===== src/rtl/imm_decode_fifo_if.sv =====
// Handshake bundle between fetch/decode and the immediate decode FIFO.
interface imm_decode_fifo_if #(
  parameter int unsigned XLEN  = 64,
  parameter int unsigned DEPTH = 2
);
  logic                      in_valid;
  logic                      in_ready;
  logic [31:0]               inst;
  logic                      out_valid;
  logic                      out_ready;
  logic [XLEN-1:0]           imm;
  logic [2:0]                fmt;
  logic                      illegal;
  logic [$clog2(DEPTH):0]    count;

  modport master (
    output in_valid, inst, out_ready,
    input  in_ready, out_valid, imm, fmt, illegal, count
  );

  modport slave (
    input  in_valid, inst, out_ready,
    output in_ready, out_valid, imm, fmt, illegal, count
  );
endinterface


===== src/rtl/imm_decode_fifo.sv =====
// RV immediate decoder feeding a DEPTH-entry FIFO toward the operand mux.
// Define IMM_BYPASS_EN for a 0-cycle path through an empty FIFO.
module imm_decode_fifo #(
  parameter int unsigned XLEN  = 64,
  parameter int unsigned DEPTH = 2
) (
  input  logic             clk,
  input  logic             rst_n,
  imm_decode_fifo_if.slave bus
);
  localparam int unsigned AW = $clog2(DEPTH);
  localparam int unsigned CW = AW + 1;
  localparam bit          RV64 = (XLEN == 64);

  localparam logic [2:0] FMT_R   = 3'd0;
  localparam logic [2:0] FMT_I   = 3'd1;
  localparam logic [2:0] FMT_S   = 3'd2;
  localparam logic [2:0] FMT_B   = 3'd3;
  localparam logic [2:0] FMT_U   = 3'd4;
  localparam logic [2:0] FMT_J   = 3'd5;
  localparam logic [2:0] FMT_ILL = 3'd7;

  logic [31:0]     w_imm32;
  logic [XLEN-1:0] w_dec_imm;
  logic [2:0]      w_dec_fmt;
  logic            w_dec_ill;
  logic [31:0]     w_i;

  logic [XLEN-1:0] r_imm_mem [DEPTH];
  logic [2:0]      r_fmt_mem [DEPTH];
  logic            r_ill_mem [DEPTH];
  logic [AW-1:0]   r_wr_ptr;
  logic [AW-1:0]   r_rd_ptr;
  logic [CW-1:0]   r_count;

  logic w_empty;
  logic w_in_ready;
  logic w_push;
  logic w_push_store;
  logic w_pop;
  logic w_bypass;

  // Immediate extraction; every format builds a 32-bit value then sign-extends.
  assign w_i = bus.inst;
  always_comb begin
    w_imm32   = '0;
    w_dec_fmt = FMT_ILL;
    w_dec_ill = 1'b1;
    case (w_i[6:0])
      7'b0010011, 7'b0000011, 7'b1100111, 7'b1110011: begin
        w_dec_fmt = FMT_I;
        w_dec_ill = 1'b0;
        w_imm32   = {{20{w_i[31]}}, w_i[31:20]};
      end
      7'b0011011: begin
        if (RV64) begin
          w_dec_fmt = FMT_I;
          w_dec_ill = 1'b0;
          w_imm32   = {{20{w_i[31]}}, w_i[31:20]};
        end
      end
      7'b0100011: begin
        w_dec_fmt = FMT_S;
        w_dec_ill = 1'b0;
        w_imm32   = {{20{w_i[31]}}, w_i[31:25], w_i[11:7]};
      end
      7'b1100011: begin
        w_dec_fmt = FMT_B;
        w_dec_ill = 1'b0;
        w_imm32   = {{19{w_i[31]}}, w_i[31], w_i[7], w_i[30:25], w_i[11:8], 1'b0};
      end
      7'b0110111, 7'b0010111: begin
        w_dec_fmt = FMT_U;
        w_dec_ill = 1'b0;
        w_imm32   = {w_i[31:12], 12'b0};
      end
      7'b1101111: begin
        w_dec_fmt = FMT_J;
        w_dec_ill = 1'b0;
        w_imm32   = {{11{w_i[31]}}, w_i[31], w_i[19:12], w_i[20], w_i[30:21], 1'b0};
      end
      7'b0110011: begin
        w_dec_fmt = FMT_R;
        w_dec_ill = 1'b0;
      end
      7'b0111011: begin
        if (RV64) begin
          w_dec_fmt = FMT_R;
          w_dec_ill = 1'b0;
        end
      end
      default: ;
    endcase
  end
  assign w_dec_imm = XLEN'(signed'(w_imm32));

  assign w_empty    = (r_count == '0);
  assign w_in_ready = (r_count < CW'(DEPTH)) || bus.out_ready;
  assign w_push     = bus.in_valid && w_in_ready;
  assign w_pop      = !w_empty && bus.out_ready;

`ifdef IMM_BYPASS_EN
  assign w_bypass = w_empty && bus.in_valid;
`else
  assign w_bypass = 1'b0;
`endif
  // A bypassed entry taken by the consumer in the same cycle is never stored.
  assign w_push_store = w_push && !(w_bypass && bus.out_ready);

  always_ff @(posedge clk or negedge rst_n) begin
    if (!rst_n) begin
      r_wr_ptr <= '0;
      r_rd_ptr <= '0;
      r_count  <= '0;
    end else begin
      if (w_push_store) r_wr_ptr <= r_wr_ptr + AW'(1);
      if (w_pop)        r_rd_ptr <= r_rd_ptr + AW'(1);
      if (w_push_store && !w_pop)      r_count <= r_count + CW'(1);
      else if (!w_push_store && w_pop) r_count <= r_count - CW'(1);
    end
  end

  always_ff @(posedge clk) begin
    if (w_push_store) begin
      r_imm_mem[r_wr_ptr] <= w_dec_imm;
      r_fmt_mem[r_wr_ptr] <= w_dec_fmt;
      r_ill_mem[r_wr_ptr] <= w_dec_ill;
    end
  end

  // Head view; zeros while empty so reset values need no storage reset.
  assign bus.in_ready  = w_in_ready;
  assign bus.count     = r_count;
  assign bus.out_valid = !w_empty || w_bypass;
  assign bus.imm       = w_bypass ? w_dec_imm : (w_empty ? '0 : r_imm_mem[r_rd_ptr]);
  assign bus.fmt       = w_bypass ? w_dec_fmt : (w_empty ? FMT_R : r_fmt_mem[r_rd_ptr]);
  assign bus.illegal   = w_bypass ? w_dec_ill : (w_empty ? 1'b0 : r_ill_mem[r_rd_ptr]);
endmodule


===== src/flat_wrapper.sv =====
// flat-port wrapper written by rule: the top's interface ports become plain ports
module imm_decode_fifo_flat 
#(
  parameter int unsigned XLEN  = 64,
  parameter int unsigned DEPTH = 2
)
  (clk, rst_n, bus_in_valid, bus_inst, bus_out_ready, bus_in_ready, bus_out_valid, bus_imm, bus_fmt, bus_illegal, bus_count);
  imm_decode_fifo_if #(.XLEN(XLEN), .DEPTH(DEPTH)) bus_i ();
  input  logic clk;
  input  logic rst_n;
  input wire logic [$bits(bus_i.in_valid)-1:0] bus_in_valid;
  input wire logic [$bits(bus_i.inst)-1:0] bus_inst;
  input wire logic [$bits(bus_i.out_ready)-1:0] bus_out_ready;
  output wire logic [$bits(bus_i.in_ready)-1:0] bus_in_ready;
  output wire logic [$bits(bus_i.out_valid)-1:0] bus_out_valid;
  output wire logic [$bits(bus_i.imm)-1:0] bus_imm;
  output wire logic [$bits(bus_i.fmt)-1:0] bus_fmt;
  output wire logic [$bits(bus_i.illegal)-1:0] bus_illegal;
  output wire logic [$bits(bus_i.count)-1:0] bus_count;
  assign bus_i.in_valid = bus_in_valid;
  assign bus_i.inst = bus_inst;
  assign bus_i.out_ready = bus_out_ready;
  assign bus_in_ready = bus_i.in_ready;
  assign bus_out_valid = bus_i.out_valid;
  assign bus_imm = bus_i.imm;
  assign bus_fmt = bus_i.fmt;
  assign bus_illegal = bus_i.illegal;
  assign bus_count = bus_i.count;
  imm_decode_fifo #(.XLEN(XLEN), .DEPTH(DEPTH)) u_core (.clk(clk), .rst_n(rst_n), .bus(bus_i));
endmodule

===== config.mk =====
export PLATFORM = sky130hd
export DESIGN_NAME = imm_decode_fifo_flat
export DESIGN_NICKNAME = d
export VERILOG_FILES = /design/src/rtl/imm_decode_fifo_if.sv /design/src/rtl/imm_decode_fifo.sv /design/src/flat_wrapper.sv
export SDC_FILE = /design/constraint.sdc
export NUM_CORES = 1
export LEC_CHECK = 0
export CORE_UTILIZATION = 48
export CTS_CLUSTER_SIZE = 12
export DETAILED_ROUTE_END_ITERATION = 16
export GPL_TIMING_DRIVEN = 0
export PLACE_DENSITY = 0.85
export SLEW_MARGIN = 20
export SYNTH_ARGS = -nofsm -noshare
export SYNTH_HDL_FRONTEND = slang
export SYNTH_SLANG_ARGS = --single-unit

===== constraint.sdc =====
create_clock -name clk -period 3.6 [get_ports clk]
set_input_delay 0.72 -clock clk [delete_from_list [all_inputs] [get_ports clk]]
set_output_delay 0.72 -clock clk [all_outputs]
set_load 0.01 [all_outputs]

* Word level (Yosys, flattened, before mapping)
Memory sizes are Yosys's and may differ from the RTL's. Cells that the tools add are included.
Cells by class: $add $sub $neg 4, equality and inequality tests 12, reductions and logical operators 14, magnitude comparators 1, multiplexer cells 10
Operators with widths (count):
- $pmux W32 S5 | 1
- $mux W64 | 1
- $eq A7 B6 Y1 const B | 4
- $eq A7 B7 Y1 const B | 4
- $eq A7 B5 Y1 const B | 3
- $pmux W3 S6 | 1
- $reduce_or A12 Y1 | 1
- $eq A7 B2 Y1 const B | 1
- $reduce_or A5 Y1 | 1
- $logic_and A1 B1 Y1 | 4
- $mux W1 | 4
- $mux W2 | 2
- $reduce_or A2 Y1 | 2
- $logic_not A1 Y1 | 3
- $mux W3 | 1
- $add A1 B1 Y1 const B | 2
- $add A2 B1 Y2 const B | 1
- $logic_not A2 Y1 | 1
- $lt A2 B2 Y1 const B | 1
- $reduce_bool A2 Y1 | 1
- $sub A2 B1 Y2 const B | 1
- $logic_or A1 B1 Y1 | 1
Storage, ports and cells: output and inout bits 72, RAM bits 136, logic and storage cells 47, memories kept 3, register bits after elaboration 4, bits of input ports 36
Memory list:
- u_core.r_imm_mem | depth 2, width 64, rd ports 1, clocked after Yosys merged registers in 0, wr ports 1, line imm_decode_fifo.sv:29 | logic [XLEN-1:0] r_imm_mem [DEPTH];
- u_core.r_fmt_mem | depth 2, width 3, rd ports 1, clocked after Yosys merged registers in 0, wr ports 1, line imm_decode_fifo.sv:30 | logic [2:0] r_fmt_mem [DEPTH];
- u_core.r_ill_mem | depth 2, width 1, rd ports 1, clocked after Yosys merged registers in 0, wr ports 1, line imm_decode_fifo.sv:31 | logic r_ill_mem [DEPTH];

* Logic depth before layout (Yosys ltp)
Gate-level depths: netlist of the first run.
depth after elaboration 7, mapped depth 7, depth with buffers taken out 7

* Worst setup path before layout of the first run
OpenSTA, ideal clock, no wires.
path kind register to output, start register u_core.r_rd_ptr, end output port bus_imm[32], slack 536 ps, cell stages (with the launch flop) 6, path buffers 3, arrival 2344 ps, cell sequence dfrtp_1 -> buf_2 -> buf_2 -> mux2i_1 -> nor2_1 -> buf_4
On the way: longest elaborated chain between the ends 2
RTL lines:
- start: declaration | line imm_decode_fifo.sv:33 | logic [AW-1:0] r_rd_ptr;
- start signal: assignment | line imm_decode_fifo.sv:117 | if (w_pop) r_rd_ptr <= r_rd_ptr + AW'(1);
- $mem_v2 Z2 W64
- $mux W64 | line imm_decode_fifo.sv:135 | assign bus.imm = w_bypass ? w_dec_imm : (w_empty ? '0 : r_imm_mem[r_rd_ptr]);
- end: declaration | line flat_wrapper.sv:16 | output wire logic [$bits(bus_i.imm)-1:0] bus_imm;
No other way between the ends.

* Final worst setup path of the first run
start register u_core.r_rd_ptr, end output port bus_imm[57]
Same word-level chain as after synthesis.

==> results of run 1 <==
kinds of logic after synthesis:
| family | after synthesis | synth area share (%) |
|---|---|---|
| simple gates | 101 | 12.62 |
| compound gates | 40 | 7.537 |
| fa+ha+maj | 2 | 0.5897 |
| flops | 76 | 59.24 |
| buf+inv | 55 | 9.174 |
| mux | 37 | 9.699 |
| xor+xnor | 5 | 1.147 |
worst max path at each step:
stage	end	slack [ns]	cells after the start
after floorplan	bus_imm[32]	0.54	5
after global routing	bus_imm[57]	0.0006	7
final	bus_imm[57]	0.21	7
after CTS	bus_imm[57]	0.12	6
after global placement	u_core.r_imm_mem[0][8]	-0.56	4
after detailed placement	bus_imm[57]	0.26	6
worst reg2reg max path, delay by kind of cell, from the launching register on:
kind | cells | cell delay [ns]
xor+xnor | 1 | 0.17
fa+ha+maj | 1 | 0.26
simple gates | 3 | 0.66
flops | 1 | 0.44
buf+inv | 1 | 0.11
power by group:
group	internal [µW]	total, µW	switching [µW]
Sequential	1150	1210	59.0
Combinational	1180	2090	913
Clock	529	849	320
placed cells by master (no fill, tap or decap), drive strengths merged, types with 3 or more instances in the layout:
master / n
edfxtp: 72
nand3: 12
nand4b: 3
bufinv: 4
buf: 44
clkbuf: 19
o21ai: 6
a21o: 15
dfrtp: 4
nor2: 46
mux2i: 37
and3: 7
nand2b: 3
a22o: 4
a21oi: 6
clkdlybuf4s50: 104
xnor2: 3
nand2: 18
inv: 5
routing by layer:
layer	track usage [%]	vias to the layer above
met5	0	-
li1	-	1346
met1	26.71	1362
met2	38.70	138
met3	4.690	18
met4	11.51	0
timing repair:
item | CTS | global route
setup endpoints to repair | 19 | 17
gates resized for setup | 2 | 2
setup buffers | 0 | 0
cloned | 0 | 0
hold buffers | 0 | 0
flip-flops by register name, summed over array words and instances (netlist names):
name	flops
u_core.bus.count	2
u_core.r_fmt_mem	6
u_core.r_ill_mem	2
u_core.r_imm_mem	64
u_core.r_rd_ptr	1
u_core.r_wr_ptr	1
cell type report:
class | count | area share (%)
repair buffers | 107 | 20.81
inverters | 4 | 0.2812
clock inverters | 7 | 2.578
multi-input cells | 185 | 22.94
clock buffers | 9 | 2.320
plain buffers | 51 | 6.304
flip-flops and latches | 76 | 42.37
well taps | 102 | 2.390
metrics by stage:
stage          worst slack, ns  area (µm²)
2_1_floorplan           0.5360        3819
3_3_place_gp           -0.5636        4987
3_5_place_dp            0.2643        5069
4_1_cts                 0.1246        5338
5_1_grt              0.0005862        5339
6_report                0.2084        5339
==> impl_metrics.ini, run 1 <==
[sta]
post-route-period-util_pct = 94.21
timing.fmax_ghz = 0.2948
final_hold_viol_count = 0
min_period_ns = 3.392
setup_tns_ns = 0
slew-limit-headroom_pct = 33.05
setup_violations = 0
tightest_slew_ns = 0.9951
fin_skew_ns = 0.01197
rsz0062_at_grt = false
hold_ws_ns = 0.5623
report.final.slew_viol_count = 0

[global_route]
grt_max_degree = 25
grt_pass1_wl_mm = 14.12
gr-usage-all-layers_pct = 22.54
gr-total-overflow = 0
grt_antenna_before_repair = 0
grt_pass1_vias = 2824

[placement]
portBuffers = 104
globalplace.congestion = 0.8163
dp_hpwl_mm = 6.143
place_inst = 525

[critical_path]
r2r_slack_ns = 1.86
cp_slowest_cell = clkdlybuf4s50_1
cpPeakStageDelay_ns = 0.52
cp-start-kind = register
path_class = reg -> out
worstPathArrival_ns = 2.67
reg2reg_depth = 6
startpoint = u_core.r_rd_ptr
cpMostUsedCell = buf_2
cp_top_family = buffers and inverters
cp_num_buf_inv = 5
endpoint_kind = primary output
required_ns = 2.88
r2r_start = u_core.bus.count[0]
critical_path.cell_chain = buf_2 -> buf_2 -> mux2i_1 -> nor2_4 -> buf_8 -> buf_4 -> clkdlybuf4s50_1
r2r_end = u_core.bus.count[1]
cp_max_fo = 19

[clocking]
clkLatencyLatePin_ns = 0.36
clk_pin_slew_ns = 0.08
htree_levels = 3
cts_root_buf = clkbuf_8
cts_num_sinks = 76
tritoncts = built
clockBufferDepth = 2
cts_made_buffers = 9

[logic_synthesis]
ys_seq_elements = 76
yosysTopAreaCellShare_pct = 56.62
ys_seq_area_share_pct = 59.24
synth_warnings = 0
netlist_top_cells_count = edfxtp_1 (72), nor2_1 (46), mux2i_1 (37), buf_4 (32), nand2_1 (18)
netlist_instances = 316
synth_flop_cell = edfxtp_1
postSynthAreaPerCell_um2 = 12.08
yosysTopAreaCell = edfxtp_1
synthArstFlopShare_pct = 5.263
yosysMostFrequentCell = edfxtp_1
synth_edf_count = 72
synth_nets = 353
synth_cell_type_count = 41
synth_area_leaders = edfxtp_1 (57%), mux2i_1 (9.7%), buf_4 (6.3%)
syn_area_um2 = 3819

[floorplanning]
rows = 32
die_h_um = 91.20
io_pins = 108
die_area_um2 = 8317
start_util_pct = 49.42
fp.dieW_um = 91.20
core_area_um2 = 7727

[power]
vdd_drop_max_v = 0.0003450
p_leak_uw = 0.002229
p_total_uw = 4149
power.density_nw_per_um2 = 777.1

[detailed_routing]
wirelength_mm = 8.790
vias = 2864
vias_per_cell = 5.294
drc = 0
wl_met3_um = 597
drt-initial-drc-count = 160
ant_nets = 0
dr_wl_met2_mm = 4.346
drtPass1Iterations = 4
routed.top_layer = met4
wl_met1_mm = 3.601
routedWlPerCell_um = 16.25

[final_layout]
diodes = 0
n_fill_cell = 557
final_nets = 471
utilization_pct = 69.09
areaGrowthSynthToFinish_pct = 39.81
fin_cells = 541
drive_above_1_share_pct = 15.72
multi_input_area_um2 = 1225
seqCellArea_um2 = 2262

[worst_hold_path]
worstHoldPathType = reg -> reg
min_to = u_core.r_wr_ptr
min_path_cells = 1
worstHoldStart = u_core.r_wr_ptr

[run]
maxCapViolCount = 0

[outcome]
outcome = completed
No activity file was read; power rests on OpenSTA's default activity.
==> run 2: changes to the inputs <==
--- a/config.mk
+++ b/config.mk
@@ -5,12 +5,14 @@
 export SDC_FILE = /design/constraint.sdc
 export NUM_CORES = 1
 export LEC_CHECK = 0
-export CORE_UTILIZATION = 48
+export CORE_UTILIZATION = 55
 export CTS_CLUSTER_SIZE = 12
 export DETAILED_ROUTE_END_ITERATION = 16
+export DONT_BUFFER_PORTS = 1
 export GPL_TIMING_DRIVEN = 0
-export PLACE_DENSITY = 0.85
+export PLACE_DENSITY = 0.75
 export SLEW_MARGIN = 20
 export SYNTH_ARGS = -nofsm -noshare
 export SYNTH_HDL_FRONTEND = slang
 export SYNTH_SLANG_ARGS = --single-unit
+export TNS_END_PERCENT = 50
==> run 2 against run 1 <==
  * Critical path type unchanged
  * Via count fell by 18%
  * Combinational power shrank 39%
  * Maximum frequency rose by 5.4%
  * Final cell count is 23% lower
  * Critical path depth shrank 2
  * Non-clock buffer count shrank 104
==> impl_metrics.ini, run 2 (same netlist as run 1, synthesis figures left out) <==
[final_layout]
drive_above_1_share_pct = 20.30
fin_cells = 415
final_nets = 367
regMostFlops = u_core.r_imm_mem
largest_register_ffs = 64
top_regs = u_core.r_imm_mem (64), u_core.r_fmt_mem (6)
seqCellArea_um2 = 2262
final_cell_mix = edfxtp_1 (72), nor2_1 (44), mux2i_1 (37)
n_fill_cell = 539
areaGrowthSynthToFinish_pct = 10.09
utilization_pct = 62.22
final_common_cell = edfxtp_1
multi_input_area_um2 = 1217
diodes = 0

[placement]
dp_hpwl_mm = 5.142
globalplace.congestion = 0.9021
dp_slack_ns = 0.7207
portBuffers = 0
place_inst = 399

[critical_path]
cp_max_fo = 24
required_ns = 2.88
endpoint_kind = primary output
worstPathArrival_ns = 2.50
cp_slowest_cell = nor2_1
critical_path.cell_chain = nor2_1 -> clkbuf_1 -> nor2_2 -> buf_6 -> buf_4
cpPeakStageDelay_ns = 0.55
cp-start-kind = register
path_class = reg -> out

[clocking]
cts_resized = 0
postCtsHoldBufs = 0
cts_made_buffers = 9
clkLatencyLatePin_ns = 0.34
cts_root_buf = clkbuf_8
clk_pin_slew_ns = 0.08
cts_num_sinks = 76
tritoncts = built
cts_setup_buffers = 0
htree_levels = 3
clockBufferDepth = 2

[power]
pwr-share-clk_pct = 22.2
p_leak_uw = 0.001803
vdd_drop_max_v = 0.0003239
swShare_pct = 36.26
p_seq_share_pct = 37.8
intPower_uw = 2034
p_sw_uw = 1157
power.density_nw_per_um2 = 759.1
combPwrFrac_pct = 40.0
p_total_uw = 3191

[detailed_routing]
drtPass1Iterations = 4
routedWlPerCell_um = 17.93
drc = 0
ant_nets = 0
wirelength_mm = 7.440
drt-initial-drc-count = 119
vias = 2359
vias_per_cell = 5.684

[sta]
rsz0062_at_grt = false
min_period_ns = 3.217
hold_ws_ns = 0.06383
tightest_slew_ns = 0.9680
setup_violations = 0
fin_skew_ns = 0.01012
worst_slack_ns = 0.3832
report.final.slew_viol_count = 0
slew-limit-headroom_pct = 34.87
timing.fmax_ghz = 0.3109
final_hold_viol_count = 0
post-route-period-util_pct = 89.36

[floorplanning]
rows = 30
fp.dieW_um = 85.33
io_pins = 108
die_h_um = 85.33
start_util_pct = 56.52
core_area_um2 = 6756
die_area_um2 = 7280

[global_route]
grt_antenna_before_repair = 0
grt_max_degree = 30
grt_pass1_wl_mm = 11.59
grt_pass1_vias = 2334
gr-total-overflow = 0
gr-usage-all-layers_pct = 21.37

[worst_hold_path]
worstHoldPathType = in -> async

[run]
maxCapViolCount = 0

[outcome]
outcome = completed
==> run 2: cell count changes in the layout (fill, tap and decap cells not counted) <==
cell	change
buf_6	+1
clkdlybuf4s50_1	-104
clkbuf_1	+1
buf_16	-2
nor2_4	-1
bufinv_16	-2
buf_8	-1
nor2_1	+1
clkinvlp_4	+1
buf_12	+2
clkbuf_2	-1
clkinv_1	-1
clkinv_4	+2
==> run 2: area by class of cell <==
cell class                 instances  area share, %
buffer                            51          7.976
sequential                        76          53.81
timing repair buffer               3          1.220
inverter                           4         0.3571
multi-input combinational        185          28.96
clock inverter                     7          2.351
clock buffer                       9          2.946
tap                               80          2.381
==> run 2: power by group through the flow <==
stage                     clock network [µW]  registers (µW)  logic [µW]
final                                    708            1210        1280
after global routing                     765            1220        1380
after detailed placement                   0            1230        1290
after floorplan                            0            1220        1050
after CTS                                722            1210        1290
after global placement                     0            1230        1240
==> run 2: per-stage QoR <==
step	instance area (µm²)	setup TNS (ns)
floorplan	3819	0
global placement	3919	-7.593
CTS	4204	0
detailed placement	3981	0
finish	4204	0
global route	4204	0
==> run 2: path summary, 6_finish.rpt <==
kind / startpoint / endpoint / cells after the start / slack [ns]
worst max-delay path: u_core.bus.count[0] / bus_imm[33] / 5 / 0.38
worst min-delay path: rst_n / u_core.bus.count[1] / 0 / 0.06
worst max register to register: u_core.bus.count[0] / u_core.bus.count[1] / 7 / 1.57
worst min register to register: u_core.r_wr_ptr / u_core.r_wr_ptr / 1 / 0.57
max in group asynchronous: rst_n / u_core.r_rd_ptr / 0 / 3.47
min in group clk: u_core.r_wr_ptr / u_core.r_wr_ptr / 1 / 0.57
==> run 2: critical path, delay by kind of cell, from the launching register on <==
family                 cells  cell delay, ns
DFF                        1            0.46
buffers and inverters      3            0.92
and+or+nand+nor            2            0.76
==> run 2: per-layer routing <==
| layer | GRT usage [%] | share of wire [%] |
|---|---|---|
| met5 | 0 | 0 |
| met3 | 7.977 | 7.7 |
| met4 | 8.030 | 2.1 |
| met2 | 33.94 | 48 |
| met1 | 26.91 | 42 |
==> run 3: changes to the inputs <==
==> constraint.sdc (replaced) <==
create_clock -name clk -period 3.2 [get_ports clk]
set_input_delay 0.64 -clock clk [delete_from_list [all_inputs] [get_ports clk]]
set_output_delay 0.64 -clock clk [all_outputs]
set_load 0.01 [all_outputs]
==> run 3 against run 2 <==
  * Routed wire length up 0.74%
  * Clock skew is essentially flat
  * Die area is the same
  * Core utilization grew 0.19 points
  * Sequential share of layout area decreased by 0.16 points
  * Clock power up 13%
  * Power up 13%
  * Hold slack better by 0.43 ns
  * Clock-buffer cell count stayed put
  * Via count up 0.34%
==> impl_metrics.ini, run 3 (same netlist as run 1, synthesis figures left out) <==
[final_layout]
drive_above_1_share_pct = 20.54
final_cell_mix = edfxtp_1 (72), nor2_1 (43), mux2i_1 (37)
utilization_pct = 62.41
areaGrowthSynthToFinish_pct = 10.42
fin_cells = 416
final_common_cell = edfxtp_1
top_regs = u_core.r_imm_mem (64), u_core.r_fmt_mem (6)
regMostFlops = u_core.r_imm_mem
largest_register_ffs = 64
diodes = 0
final_nets = 368
n_fill_cell = 538

[sta]
rsz0062_at_grt = false
tightest_slew_ns = 0.9914
timing.fmax_ghz = 0.3357
final_hold_viol_count = 0
worst_slack_ns = 0.2210
slew-limit-headroom_pct = 33.30
setup_tns_ns = 0
report.final.slew_viol_count = 0
hold_ws_ns = 0.4915
setup_violations = 0
post-route-period-util_pct = 93.09
fin_skew_ns = 0.01045
min_period_ns = 2.979

[power]
p_seq_share_pct = 37.8
pwr-share-clk_pct = 22.2
swShare_pct = 36.35
intPower_uw = 2290
power.density_nw_per_um2 = 853.2
p_leak_uw = 0.001807
combPwrFrac_pct = 40.0
vdd_drop_max_v = 0.0003636
p_sw_uw = 1308

[clocking]
cts_made_buffers = 9
cts_root_buf = clkbuf_8
clk_pin_slew_ns = 0.08
tritoncts = built
clockBufferDepth = 2
cts_num_sinks = 76
htree_levels = 3
clkLatencyLatePin_ns = 0.34

[global_route]
grt_pass1_vias = 2332
grt_antenna_before_repair = 0
grt_max_degree = 30
grt_pass1_wl_mm = 11.59
gr-total-overflow = 0
gr-usage-all-layers_pct = 21.37

[detailed_routing]
routedWlPerCell_um = 18.02
ant_nets = 0
drtPass1Iterations = 4
wirelength_mm = 7.495
drc = 0
vias_per_cell = 5.690
drt-initial-drc-count = 123
vias = 2367

[floorplanning]
core_area_um2 = 6756
rows = 30
die_h_um = 85.33
fp.dieW_um = 85.33
start_util_pct = 56.52
io_pins = 108
die_area_um2 = 7280

[run]
maxCapViolCount = 0

[critical_path]
required_ns = 2.56
path_class = reg -> out
critical_path.cell_chain = nor2_2 -> clkbuf_1 -> nor2_2 -> buf_6 -> buf_4
cp_max_fo = 24
endpoint_kind = primary output
cpMostUsedCell = nor2_2
cp_slowest_cell = clkbuf_1
cp-start-kind = register
worstPathArrival_ns = 2.34
cpPeakStageDelay_ns = 0.53

[placement]
dp_hpwl_mm = 5.142
portBuffers = 0
dp_slack_ns = 0.4007
place_inst = 399
globalplace.congestion = 0.9021

[outcome]
outcome = completed

[worst_hold_path]
worstHoldPathType = in -> reg
-- run 3: changes by cell type in the layout (fill, tap and decap cells not counted) --
cell,delta
nor2_2,+1
dlygate4sd3_1,+1
nor2_1,-1
-- run 3: per-stage QoR --
step / power [µW] / instance area, µm²
6_report: 3598 / 4217
5_1_grt: 3793 / 4217
4_1_cts: 3627 / 4214
3_5_place_dp: 2831 / 3981
3_3_place_gp: 2778 / 3919
2_1_floorplan: 2560 / 3819
-- run 3: worst paths after layout --
path	startpoint	endpoint	slack [ns]	cells past startpoint
max in group asynchronous	rst_n	u_core.r_rd_ptr	2.47	1
setup reg to reg	u_core.bus.count[0]	u_core.bus.count[1]	1.37	7
hold / removal	bus_out_ready	u_core.r_rd_ptr	0.49	2
setup / recovery	u_core.bus.count[0]	bus_imm[33]	0.22	5
hold reg to reg	u_core.r_wr_ptr	u_core.r_wr_ptr	0.57	1
min in group asynchronous	rst_n	u_core.bus.count[1]	0.56	1
-- run 3: area by class of cell --
cell class / count / area, µm² / share of cell area, %
Buffer: 51 / 335.3 / 7.953
Sequential cell: 76 / 2262 / 53.65
Timing Repair Buffer: 4 / 61.31 / 1.454
Tap cell: 80 / 100.1 / 2.374
Clock inverter: 7 / 98.84 / 2.344
Inverter: 4 / 15.01 / 0.3561
Clock buffer: 9 / 123.9 / 2.938
Multi-Input combinational cell: 185 / 1220 / 28.93
-- run 3: power groups by stage --
| stage | Combinational (µW) | Clock (µW) | Sequential, µW |
|---|---|---|---|
| 2_1_floorplan | 1190 | 0 | 1370 |
| 3_3_place_gp | 1390 | 0 | 1390 |
| 3_5_place_dp | 1450 | 0 | 1380 |
| 4_1_cts | 1450 | 813 | 1360 |
| 5_1_grt | 1560 | 861 | 1380 |
| 6_report | 1440 | 797 | 1360 |
-- run 3: worst max-delay path, delay by kind of cell (launching register included) --
| family | cells | cell delay, ns |
|---|---|---|
| flops | 1 | 0.47 |
| buf+inv | 3 | 0.90 |
| simple gates | 2 | 0.61 |
-- run 3: what timing repair did --
item,4_1_cts,5_1_grt
setup endpoints to repair,0,23
hold endpoints to repair,4,0
hold buffers,1,0
buffers inserted,0,0
gates resized for setup,0,1
-- run 3: per-layer routing --
| metal | up-vias | share of wire [%] | wire, µm | track usage, % |
|---|---|---|---|---|
| met1 | 1122 | 42 | 3160 | 26.91 |
| li1 | 1136 | - | - | - |
| met2 | 99 | 48 | 3596 | 33.94 |
| met3 | 10 | 7.9 | 590 | 7.977 |
| met4 | 0 | 2.0 | 147 | 8.030 |
| met5 | - | 0 | 0 | 0 |
